`src/rtl/boot_loader_if.sv`:
```
`default_nettype none
// =============================================================================
// Module   : boot_loader_if
// Purpose  : Byte-stream handshake and instruction-memory write port of the loader.
// Revision : 1.0
// =============================================================================
interface boot_loader_if #(
    parameter int ADDR_WIDTH = 10
);
    logic                  byte_valid;
    logic [7:0]            byte_data;
    logic                  byte_ready;
    logic                  mem_we;
    logic [ADDR_WIDTH-1:0] mem_addr;
    logic [31:0]           mem_wdata;

    // master: the loader itself; slave: receiver/memory side
    modport master (
        input  byte_valid, byte_data,
        output byte_ready, mem_we, mem_addr, mem_wdata
    );
    modport slave (
        output byte_valid, byte_data,
        input  byte_ready, mem_we, mem_addr, mem_wdata
    );
endinterface
`default_nettype wire

```
`src/rtl/boot_loader.sv`:
```
`default_nettype none
// =============================================================================
// Module   : boot_loader
// Purpose  : Framed byte-stream boot loader; holds the CPU in reset until the
//            image is written. Optional trailing checksum: BOOT_CHECKSUM_EN.
// Revision : 1.0
// =============================================================================
module boot_loader #(
    parameter int         ADDR_WIDTH = 10,
    parameter logic [7:0] SYNC_BYTE  = 8'hA5
) (
    input  logic          clk,
    input  logic          rst,
    boot_loader_if.master bus,
    output logic          cpu_rst_n,
    output logic          boot_done,
    output logic          boot_err
);

`ifdef BOOT_CHECKSUM_EN
    typedef enum logic [2:0] {
        S_IDLE = 3'd0, S_LEN_HI = 3'd1, S_LEN_LO = 3'd2, S_DATA = 3'd3,
        S_CHK  = 3'd4, S_DONE   = 3'd5, S_ERR    = 3'd6
    } state_t;
    localparam state_t c_END = S_CHK;
`else
    typedef enum logic [2:0] {
        S_IDLE = 3'd0, S_LEN_HI = 3'd1, S_LEN_LO = 3'd2, S_DATA = 3'd3,
        S_DONE = 3'd5, S_ERR    = 3'd6
    } state_t;
    localparam state_t c_END = S_DONE;
`endif

    localparam logic [16:0] c_MAX_CNT = 17'(2 ** ADDR_WIDTH);

    state_t                r_state, w_state_nxt;
    logic [7:0]            r_len_hi;
    logic [15:0]           r_count;
    logic [ADDR_WIDTH:0]   r_word_idx;
    logic [1:0]            r_byte_idx;
    logic [23:0]           r_asm;
    logic                  r_byte_ready;
    logic                  r_mem_we;
    logic [ADDR_WIDTH-1:0] r_mem_addr;
    logic [31:0]           r_mem_wdata;
    logic                  r_boot_done;
    logic                  r_boot_err;
`ifdef BOOT_CHECKSUM_EN
    logic [7:0]            r_sum;
`endif

    logic                  w_accept;
    logic [15:0]           w_count;
    logic                  w_count_big;
    logic [ADDR_WIDTH:0]   w_idx_inc;
    logic                  w_word_last;

    assign w_accept    = bus.byte_valid & r_byte_ready;
    assign w_count     = {r_len_hi, bus.byte_data};
    assign w_count_big = ({1'b0, w_count} > c_MAX_CNT);
    assign w_idx_inc   = r_word_idx + 1'b1;
    assign w_word_last = (16'(w_idx_inc) == r_count);

    always_comb begin
        w_state_nxt = r_state;
        case (r_state)
            S_IDLE:   if (w_accept && bus.byte_data == SYNC_BYTE) w_state_nxt = S_LEN_HI;
            S_LEN_HI: if (w_accept) w_state_nxt = S_LEN_LO;
            S_LEN_LO: begin
                if (w_accept) begin
                    if (w_count_big)         w_state_nxt = S_ERR;
                    else if (w_count == '0)  w_state_nxt = c_END;
                    else                     w_state_nxt = S_DATA;
                end
            end
            S_DATA:   if (w_accept && r_byte_idx == 2'd3 && w_word_last) w_state_nxt = c_END;
`ifdef BOOT_CHECKSUM_EN
            S_CHK:    if (w_accept) w_state_nxt = (bus.byte_data == r_sum) ? S_DONE : S_ERR;
`endif
            default:  w_state_nxt = r_state;
        endcase
    end

    always_ff @(posedge clk or negedge rst) begin
        if (!rst) r_state <= S_IDLE;
        else      r_state <= w_state_nxt;
    end

    always_ff @(posedge clk or negedge rst) begin
        if (!rst) begin
            r_len_hi     <= '0;
            r_count      <= '0;
            r_word_idx   <= '0;
            r_byte_idx   <= '0;
            r_asm        <= '0;
            r_byte_ready <= 1'b0;
            r_mem_we     <= 1'b0;
            r_mem_addr   <= '0;
            r_mem_wdata  <= '0;
            r_boot_done  <= 1'b0;
            r_boot_err   <= 1'b0;
`ifdef BOOT_CHECKSUM_EN
            r_sum        <= '0;
`endif
        end else begin
            r_byte_ready <= (w_state_nxt != S_DONE) && (w_state_nxt != S_ERR);
            // Hold the CPU in reset through the cycle of the final write strobe
            r_boot_done  <= (r_state == S_DONE) && !r_mem_we;
            r_boot_err   <= (r_state == S_ERR);
            r_mem_we     <= 1'b0;
            if (w_accept) begin
                case (r_state)
`ifdef BOOT_CHECKSUM_EN
                    S_IDLE:   r_sum <= '0;
`endif
                    S_LEN_HI: r_len_hi <= bus.byte_data;
                    S_LEN_LO: begin
                        r_count    <= w_count;
                        r_word_idx <= '0;
                        r_byte_idx <= '0;
                    end
                    S_DATA: begin
                        r_byte_idx <= r_byte_idx + 2'd1;
                        r_asm      <= {r_asm[15:0], bus.byte_data};
`ifdef BOOT_CHECKSUM_EN
                        r_sum      <= r_sum + bus.byte_data;
`endif
                        if (r_byte_idx == 2'd3) begin
                            r_mem_we    <= 1'b1;
                            r_mem_addr  <= r_word_idx[ADDR_WIDTH-1:0];
                            r_mem_wdata <= {r_asm, bus.byte_data};
                            r_word_idx  <= w_idx_inc;
                        end
                    end
                    default: ;
                endcase
            end
        end
    end

    assign bus.byte_ready = r_byte_ready;
    assign bus.mem_we     = r_mem_we;
    assign bus.mem_addr   = r_mem_addr;
    assign bus.mem_wdata  = r_mem_wdata;
    assign cpu_rst_n      = r_boot_done;
    assign boot_done      = r_boot_done;
    assign boot_err       = r_boot_err;

endmodule
`default_nettype wire
```
`src/flat_wrapper.sv`:
```
// flat-port wrapper written by rule: the top's interface ports become plain ports
module boot_loader_flat 
#(
    parameter int         ADDR_WIDTH = 10,
    parameter logic [7:0] SYNC_BYTE  = 8'hA5
)
  (clk, rst, cpu_rst_n, boot_done, boot_err, bus_byte_valid, bus_byte_data, bus_byte_ready, bus_mem_we, bus_mem_addr, bus_mem_wdata);
  boot_loader_if #(.ADDR_WIDTH(ADDR_WIDTH)) bus_i ();
  input  logic clk;
  input  logic rst;
  output logic cpu_rst_n;
  output logic boot_done;
  output logic boot_err;
  input wire logic [$bits(bus_i.byte_valid)-1:0] bus_byte_valid;
  input wire logic [$bits(bus_i.byte_data)-1:0] bus_byte_data;
  output wire logic [$bits(bus_i.byte_ready)-1:0] bus_byte_ready;
  output wire logic [$bits(bus_i.mem_we)-1:0] bus_mem_we;
  output wire logic [$bits(bus_i.mem_addr)-1:0] bus_mem_addr;
  output wire logic [$bits(bus_i.mem_wdata)-1:0] bus_mem_wdata;
  assign bus_i.byte_valid = bus_byte_valid;
  assign bus_i.byte_data = bus_byte_data;
  assign bus_byte_ready = bus_i.byte_ready;
  assign bus_mem_we = bus_i.mem_we;
  assign bus_mem_addr = bus_i.mem_addr;
  assign bus_mem_wdata = bus_i.mem_wdata;
  boot_loader #(.ADDR_WIDTH(ADDR_WIDTH), .SYNC_BYTE(SYNC_BYTE)) u_core (.clk(clk), .rst(rst), .bus(bus_i), .cpu_rst_n(cpu_rst_n), .boot_done(boot_done), .boot_err(boot_err));
endmodule
```
`config.mk`:
```
export PLATFORM = sky130hd
export DESIGN_NAME = boot_loader_flat
export DESIGN_NICKNAME = d
export VERILOG_FILES = /design/src/rtl/boot_loader_if.sv /design/src/rtl/boot_loader.sv /design/src/flat_wrapper.sv
export SDC_FILE = /design/constraint.sdc
export NUM_CORES = 1
export LEC_CHECK = 0
export ABC_CLOCK_PERIOD_IN_PS = 3200
export BUFFER_PORTS_ARGS = -buffer_cell sky130_fd_sc_hd__buf_2
export CELL_PAD_IN_SITES_DETAIL_PLACEMENT = 2
export CELL_PAD_IN_SITES_GLOBAL_PLACEMENT = 2
export CORE_UTILIZATION = 35
export DETAILED_ROUTE_END_ITERATION = 7
export GPL_TIMING_DRIVEN = 0
export HOLD_SLACK_MARGIN = 0.05
export PLACE_DENSITY = 0.7
export SYNTH_ARGS = -nofsm -noshare
export SYNTH_HDL_FRONTEND = slang
export SYNTH_SLANG_ARGS = --single-unit
```
`constraint.sdc`:
```
create_clock -name clk -period 3.2 [get_ports clk]
set_input_delay 0.48 -clock clk [delete_from_list [all_inputs] [get_ports clk]]
set_output_delay 0.48 -clock clk [all_outputs]
set_load 0.1 [all_outputs]
```
==> results.tsv, run 1 <==
stage	metric	value	unit
sta	final hold vios	0	
sta	fmax	354	MHz
critical_path	Worst R2R Path Depth	8	
clock_tree	Longest Clk Path Bufs	2	
pwr	P_leak	2.80	nW
pwr	Net Switching	0.823	mW
route	detailed-router iteration count before antenna repair	4	
route	Total Wirelength	11700	µm
synthesis	cell taking the most area after synthesis	dfrtp_1	
finish	Synth-to-Final Area Change	16.9	%
sta	Setup TNS	0	ns
finish	most common cell after layout, fill and taps aside	dfrtp_1	
route	vias per std cell	5.14	
placement	gpl congestion	0.800	
clock_tree	clk slew on worst S/H paths	0.07	ns
pwr	P_int	2.31	mW
route	DR WL met2	5910	µm
finish	Ant. Diodes	0	
clock_tree	hold buffer count at CTS	0	
synthesis	#FFs+latches synth	110	
placement	DP HPWL	8490	µm
sta	hold_ws	0.109	ns
placement	I/O Buffers	57	
finish	fillers	1382	
route	via count	3139	
critical_path	worst-path maximum fanout	10	
synthesis	count of different cell masters after synthesis	45	
outcome	status	finished, final reports clean	
clock_tree	Sink Count	110	
finish	Final nets	445	
die	num ports	58	
synthesis	Synth Flop Type	dfrtp_1	
synthesis	Seq/Total Area, Yosys	57.9	%
synthesis	Post-synth EDFFs	0	
pwr	total power	3.13	mW
pwr	Sw Share	26.3	%
route	Post-DRT Antenna Nets	0	
global_route	GRT Overall Usage	18.3	%
sta	RSZ-0062 raised after global routing	false	
placement	Placed Cells	597	
sta	setup violators final	0	
sta	max-slew violations	0	
synthesis	post-synthesis cell count	363	
clock_tree	clock latency on the worst-skew pair	0.36	ns
pwr	Comb pwr share	13.3	%
synthesis	Synth top area share	57.9	%
sta	Rel. slew slack	30.7	%
clock_tree	post-CTS resize count	0	
pwr	Max VDD drop	0.291	mV
die	die height	119	µm
die	row cnt	42	
route	routed length per instance	19.2	µm
global_route	vias in the first global route	3556	
clock_tree	CTS tree	yes	
die	Initial Utilization	35.9	%
critical_path	Worst Setup End Kind	flip-flop	
die	core area	13200	µm²
clock_tree	Setup Buffers After CTS	0	
synthesis	fraction of registers with async set/reset	100	%
critical_path	CP Class	flip-flop to flip-flop	
global_route	global-route wire length before repair	19400	µm
synthesis	Syn Std Cell Area	4760	µm²
clock_tree	TritonCTS Buffers	9	
global_route	pin count of the biggest net entering global routing	72	
die	Die X	119	µm
critical_path	Startpoint Class	flip-flop	
synthesis	Synth area leaders	dfrtp_1 58%, mux2_2 21%, xnor2_1 2.9%, nand2_1 1.7%, o21ai_0 1.6%	
finish	Finished Layout Cells	611	
route	routed length on met1	5340	µm
sta	final setup skew	0.0118	ns
pwr	sequential fraction of design power	53.2	%
sta	Final min period	2.82	ns
synthesis	synth warn	0	
global_route	initial antenna violation count	0	
clock_tree	H-Tree Depth	3	
clock_tree	root buffer cell	clkbuf_16	
synthesis	Mapped Nets	376	
pwr	Pwr Density	563	nW/µm²
route	DR WL met3	257	µm
route	Max Used Layer	met4	
sta	Tightest Pin Transition	1.04	ns
finish	layout cells sized above 1	40.9	%
die	die area	14100	µm²
critical_path	Arr. time, crit path	3.03	ns
min_path	Hold Crit Class	input port to asynchronous set/reset pin	
route	DRT iter0 DRCs	76	
pwr	Clock Power Share	33.5	%
synthesis	Avg Inst Size Synth	13.1	µm²
critical_path	Required @ worst endpoint	3.41	ns
flow_run	max cap viols	0	
route	DRC	0	
global_route	GRT overflow	0	
finish	most frequent cells in the layout	110 x dfrtp_1, 90 x mux2_2, 64 x buf_2	
sta	fin crit share	88.2	%
metrics by stage:
step / util [%] / instance area, µm² / worst slack (ns)
after floorplan: - / 4760 / 0.635
after global placement: 39.7 / 5260 / 0.347
after detailed placement: 40.0 / 5290 / 0.364
after CTS: 42.0 / 5560 / 0.317
after global routing: 42.0 / 5560 / 0.0415
final: 42.0 / 5560 / 0.378
path summary, 6_finish.rpt:
path / startpoint / to / slack, ns
min reg2reg: u_core.bus.mem_we$_DFF_PN0_ / u_core.boot_done$_DFF_PN0_ / 0.44
max in group asynchronous: rst / u_core.r_count[12]$_DFFE_PN0P_ / 2.34
max reg2reg: u_core.r_word_idx[1]$_DFFE_PN0P_ / u_core.bus.byte_ready$_DFF_PN0_ / 0.38
max: u_core.r_word_idx[1]$_DFFE_PN0P_ / u_core.bus.byte_ready$_DFF_PN0_ / 0.38
min: rst / u_core.r_asm[20]$_DFFE_PN0P_ / 0.11
min in group clk: u_core.bus.mem_we$_DFF_PN0_ / u_core.boot_done$_DFF_PN0_ / 0.44
registers in the layout (all words and copies together) (netlist names):
signal,count
u_core.r_state,3
u_core.r_count,16
u_core.bus.mem_addr,10
u_core.bus.mem_wdata,32
u_core.bus.byte_ready,1
u_core.bus.mem_we,1
u_core.boot_done,1
u_core.r_byte_idx,2
u_core.r_word_idx,11
u_core.boot_err,1
u_core.r_len_hi,8
u_core.r_asm,24
worst max-delay path, stage by stage (launching register included):
cell and delay (ns):
dfrtp_1 0.50, ha_1 0.22, clkbuf_1 0.38, nand3_1 0.16, nor3_1 0.44, xnor2_1 0.20
o31ai_1 0.14, nor4_1 0.48, a31oi_1 0.16
area by class of cell:
class | instances | area, µm² | share of cell area (%)
flip-flops and latches | 110 | 2750 | 49.5
multi-input cells | 227 | 1880 | 33.9
repair buffers | 58 | 315 | 5.67
clock buffers | 10 | 239 | 4.30
well taps | 176 | 220 | 3.96
plain buffers | 22 | 105 | 1.89
clock inverters | 4 | 31.3 | 0.562
inverters | 4 | 15.0 | 0.270
kinds of logic (layout without fill, tap and decap cells):
logic type               Yosys count  in the layout  synth area share [%]
AO/OA/AOI/OAI                     36             36                  4.87
AND/OR/NAND/NOR                   78             78                  8.81
XOR/XNOR                          19             19                  3.66
adder cells (fa/ha/maj)            2              2                 0.526
multiplexers                      92             92                  21.7
buffers and inverters             26             98                  2.53
flip-flops                       110            110                  57.9
cell usage after synthesis (2+ instances only):
cell type  number
dfrtp_1       110
mux2_2         90
nand2_1        21
xnor2_1        16
o21ai_0        15
clkbuf_1       11
nand3_1        11
nor2_1         10
nor3_1          9
a21oi_1         8
buf_2           8
nand4_1         5
inv_1           4
nor4_1          4
and4_1          3
and2_1          2
and3_1          2
ha_1            2
mux2i_1         2
nor4b_1         2
or3_1           2
or4_1           2
xor2_1          2
metal layers:
metal	global-route usage, %	vias to the layer above
met5	0	-
met4	7.28	0
met1	24.3	1649
met3	2.80	16
li1	-	1430
met2	29.9	44
power groups by stage:
stage | registers (mW) | clock network [mW] | logic (mW)
after floorplan | 1.65 | 0 | 0.305
after global placement | 1.68 | 0 | 0.396
after detailed placement | 1.69 | 0 | 0.424
after CTS | 1.67 | 1.09 | 0.429
after global routing | 1.69 | 1.14 | 0.464
final | 1.66 | 1.05 | 0.417
Note: power is estimated with default switching activity, not from simulation.
==> inputs of run 2 (changes only) <==
--- a/config.mk
+++ b/config.mk
@@ -9,6 +9,7 @@
 export BUFFER_PORTS_ARGS = -buffer_cell sky130_fd_sc_hd__buf_2
 export CELL_PAD_IN_SITES_DETAIL_PLACEMENT = 2
 export CELL_PAD_IN_SITES_GLOBAL_PLACEMENT = 2
+export CORE_ASPECT_RATIO = 1.2
 export CORE_UTILIZATION = 35
 export DETAILED_ROUTE_END_ITERATION = 7
 export GPL_TIMING_DRIVEN = 0
==> run 2 against run 1 <==
Against the previous run:
- global-route usage grew 0.44 points
- largest power group unchanged
- clock-buffer cell count is the same
- combinational power is essentially flat
- sequential share of layout area shrank 0.23 points
- critical path type unchanged
- highest routed layer unchanged
- worst hold slack gained 0.022 ns
- wire length grew 1.6%
- clock skew shrank 0.0042 ns
==> results.tsv, run 2 (synthesis gave the netlist of run 1 again) <==
stage	metric	value	unit
clock_tree	hold buffer count at CTS	0	
pwr	Pwr Density	583	nW/µm²
outcome	status	finished, final reports clean	
route	DRT iter0 DRCs	117	
finish	max FFs per register	32	
route	Post-DRT Antenna Nets	0	
die	row cnt	46	
die	die area	14100	µm²
finish	Synth-to-Final Area Change	17.5	%
finish	layout cells sized above 1	41.0	%
placement	gpl congestion	0.750	
sta	setup violators final	0	
critical_path	CP Class	flip-flop to flip-flop	
sta	final setup skew	0.00760	ns
sta	Tightest Pin Transition	0.945	ns
route	Total Wirelength	11900	µm
sta	max-slew violations	0	
clock_tree	Sink Count	110	
global_route	GRT overflow	0	
sta	fmax	365	MHz
clock_tree	CTS tree	yes	
critical_path	Required @ worst endpoint	3.41	ns
sta	final hold vios	0	
clock_tree	TritonCTS Buffers	9	
placement	DP HPWL	8370	µm
finish	Final nets	445	
critical_path	FF-to-FF setup slack	0.46	ns
clock_tree	Longest Clk Path Bufs	2	
placement	I/O Buffers	57	
die	die height	130	µm
global_route	vias in the first global route	3477	
route	detailed-router iteration count before antenna repair	4	
die	Die X	108	µm
critical_path	Startpoint Class	flip-flop	
clock_tree	root buffer cell	clkbuf_16	
route	routed length per instance	19.7	µm
clock_tree	Setup Buffers After CTS	0	
critical_path	Worst Setup End Kind	flip-flop	
pwr	P_leak	2.81	nW
sta	RSZ-0062 raised after global routing	false	
finish	most frequent cells in the layout	110 x dfrtp_1, 90 x mux2_2, 64 x buf_2	
sta	fin crit share	85.6	%
clock_tree	H-Tree Depth	3	
pwr	Max VDD drop	0.284	mV
die	core area	13200	µm²
clock_tree	clk slew on worst S/H paths	0.08	ns
die	Initial Utilization	35.9	%
route	via count	3139	
finish	Ant. Diodes	0	
critical_path	Worst Setup SP	u_core.r_word_idx[1]$_DFFE_PN0P_	
sta	Setup TNS	0	ns
clock_tree	post-CTS resize count	0	
clock_tree	clock latency on the worst-skew pair	0.35	ns
sta	Final min period	2.74	ns
global_route	initial antenna violation count	0	
sta	Rel. slew slack	36.8	%
global_route	global-route wire length before repair	19500	µm
critical_path	Arr. time, crit path	2.95	ns
global_route	GRT Overall Usage	18.7	%
min_path	Hold Crit Class	input port to asynchronous set/reset pin	
critical_path	worst-path maximum fanout	10	
critical_path	RR Startpoint	u_core.r_word_idx[1]$_DFFE_PN0P_	
route	DRC	0	
global_route	pin count of the biggest net entering global routing	69	
flow_run	max cap viols	0	
die	num ports	58	
route	vias per std cell	5.19	
finish	most common cell after layout, fill and taps aside	dfrtp_1	
pwr	total power	3.26	mW
-- run 2: changes by cell type in the layout (fill, tap and decap cells not counted) --
cell / delta
clkbuf_8: -1
clkinv_4: +1
bufinv_16: +1
clkbuf_1: +1
inv_8: +2
clkinv_2: -1
clkinvlp_4: +1
inv_6: -2
-- run 2: critical path, cell delays in order, from the launching register on --
cell and delay (ns):
dfrtp_1 0.46, ha_1 0.21, clkbuf_1 0.39, nand3_1 0.19, nor3_1 0.36, xnor2_1 0.17, o31ai_1 0.13, nor4_1 0.53
a31oi_1 0.15
-- run 2: power breakdown --
part | leakage (nW) | internal [mW] | switching [mW]
sequential | 1.50 | 1.55 | 0.130
clock | 0.147 | 0.622 | 0.542
combinational | 1.17 | 0.214 | 0.205
-- run 2: metal layers --
metal / vias up / routed length [µm] / GRT usage (%)
met1: 1648 / 4920 / 21.8
met3: 11 / 319 / 3.15
met2: 42 / 6510 / 34.4
met4: 0 / 170 / 6.44
met5: - / 0 / 0
li1: 1438 / - / -
-- run 2: per-stage QoR --
stage | instance area (µm²) | util (%) | hold WS, ns | instances | setup WS, ns
after floorplan | 4760 | - | 0.184 | 363 | 0.635
after global placement | 5250 | 39.7 | 0.420 | 588 | 0.348
after detailed placement | 5280 | 39.9 | 0.437 | 589 | 0.462
after CTS | 5590 | 42.2 | 0.143 | 605 | 0.426
after global routing | 5590 | 42.2 | 0.173 | 605 | 0.173
final | 5590 | 42.2 | 0.131 | 605 | 0.462
-- run 2: final cells by class --
cell class	instances	area, µm²
Buffer	22	105
Clock buffer	10	229
Clock inverter	6	77.6
Fill cell	1374	7650
Inverter	4	15.0
Multi-Input combinational cell	227	1880
Sequential cell	110	2750
Tap cell	168	210
Timing Repair Buffer	58	315
-- run 2: path summary, 6_finish.rpt --
| path | to | cells after the start |
|---|---|---|
| worst min-delay path | u_core.bus.mem_addr[2]$_DFFE_PN0P_ | 1 |
| worst min register to register | u_core.boot_done$_DFF_PN0_ | 1 |
| min in group clk | u_core.boot_done$_DFF_PN0_ | 1 |
| max in group asynchronous | u_core.r_count[14]$_DFFE_PN0P_ | 2 |
| worst max-delay path | u_core.bus.byte_ready$_DFF_PN0_ | 8 |
| worst max register to register | u_core.bus.byte_ready$_DFF_PN0_ | 8 |
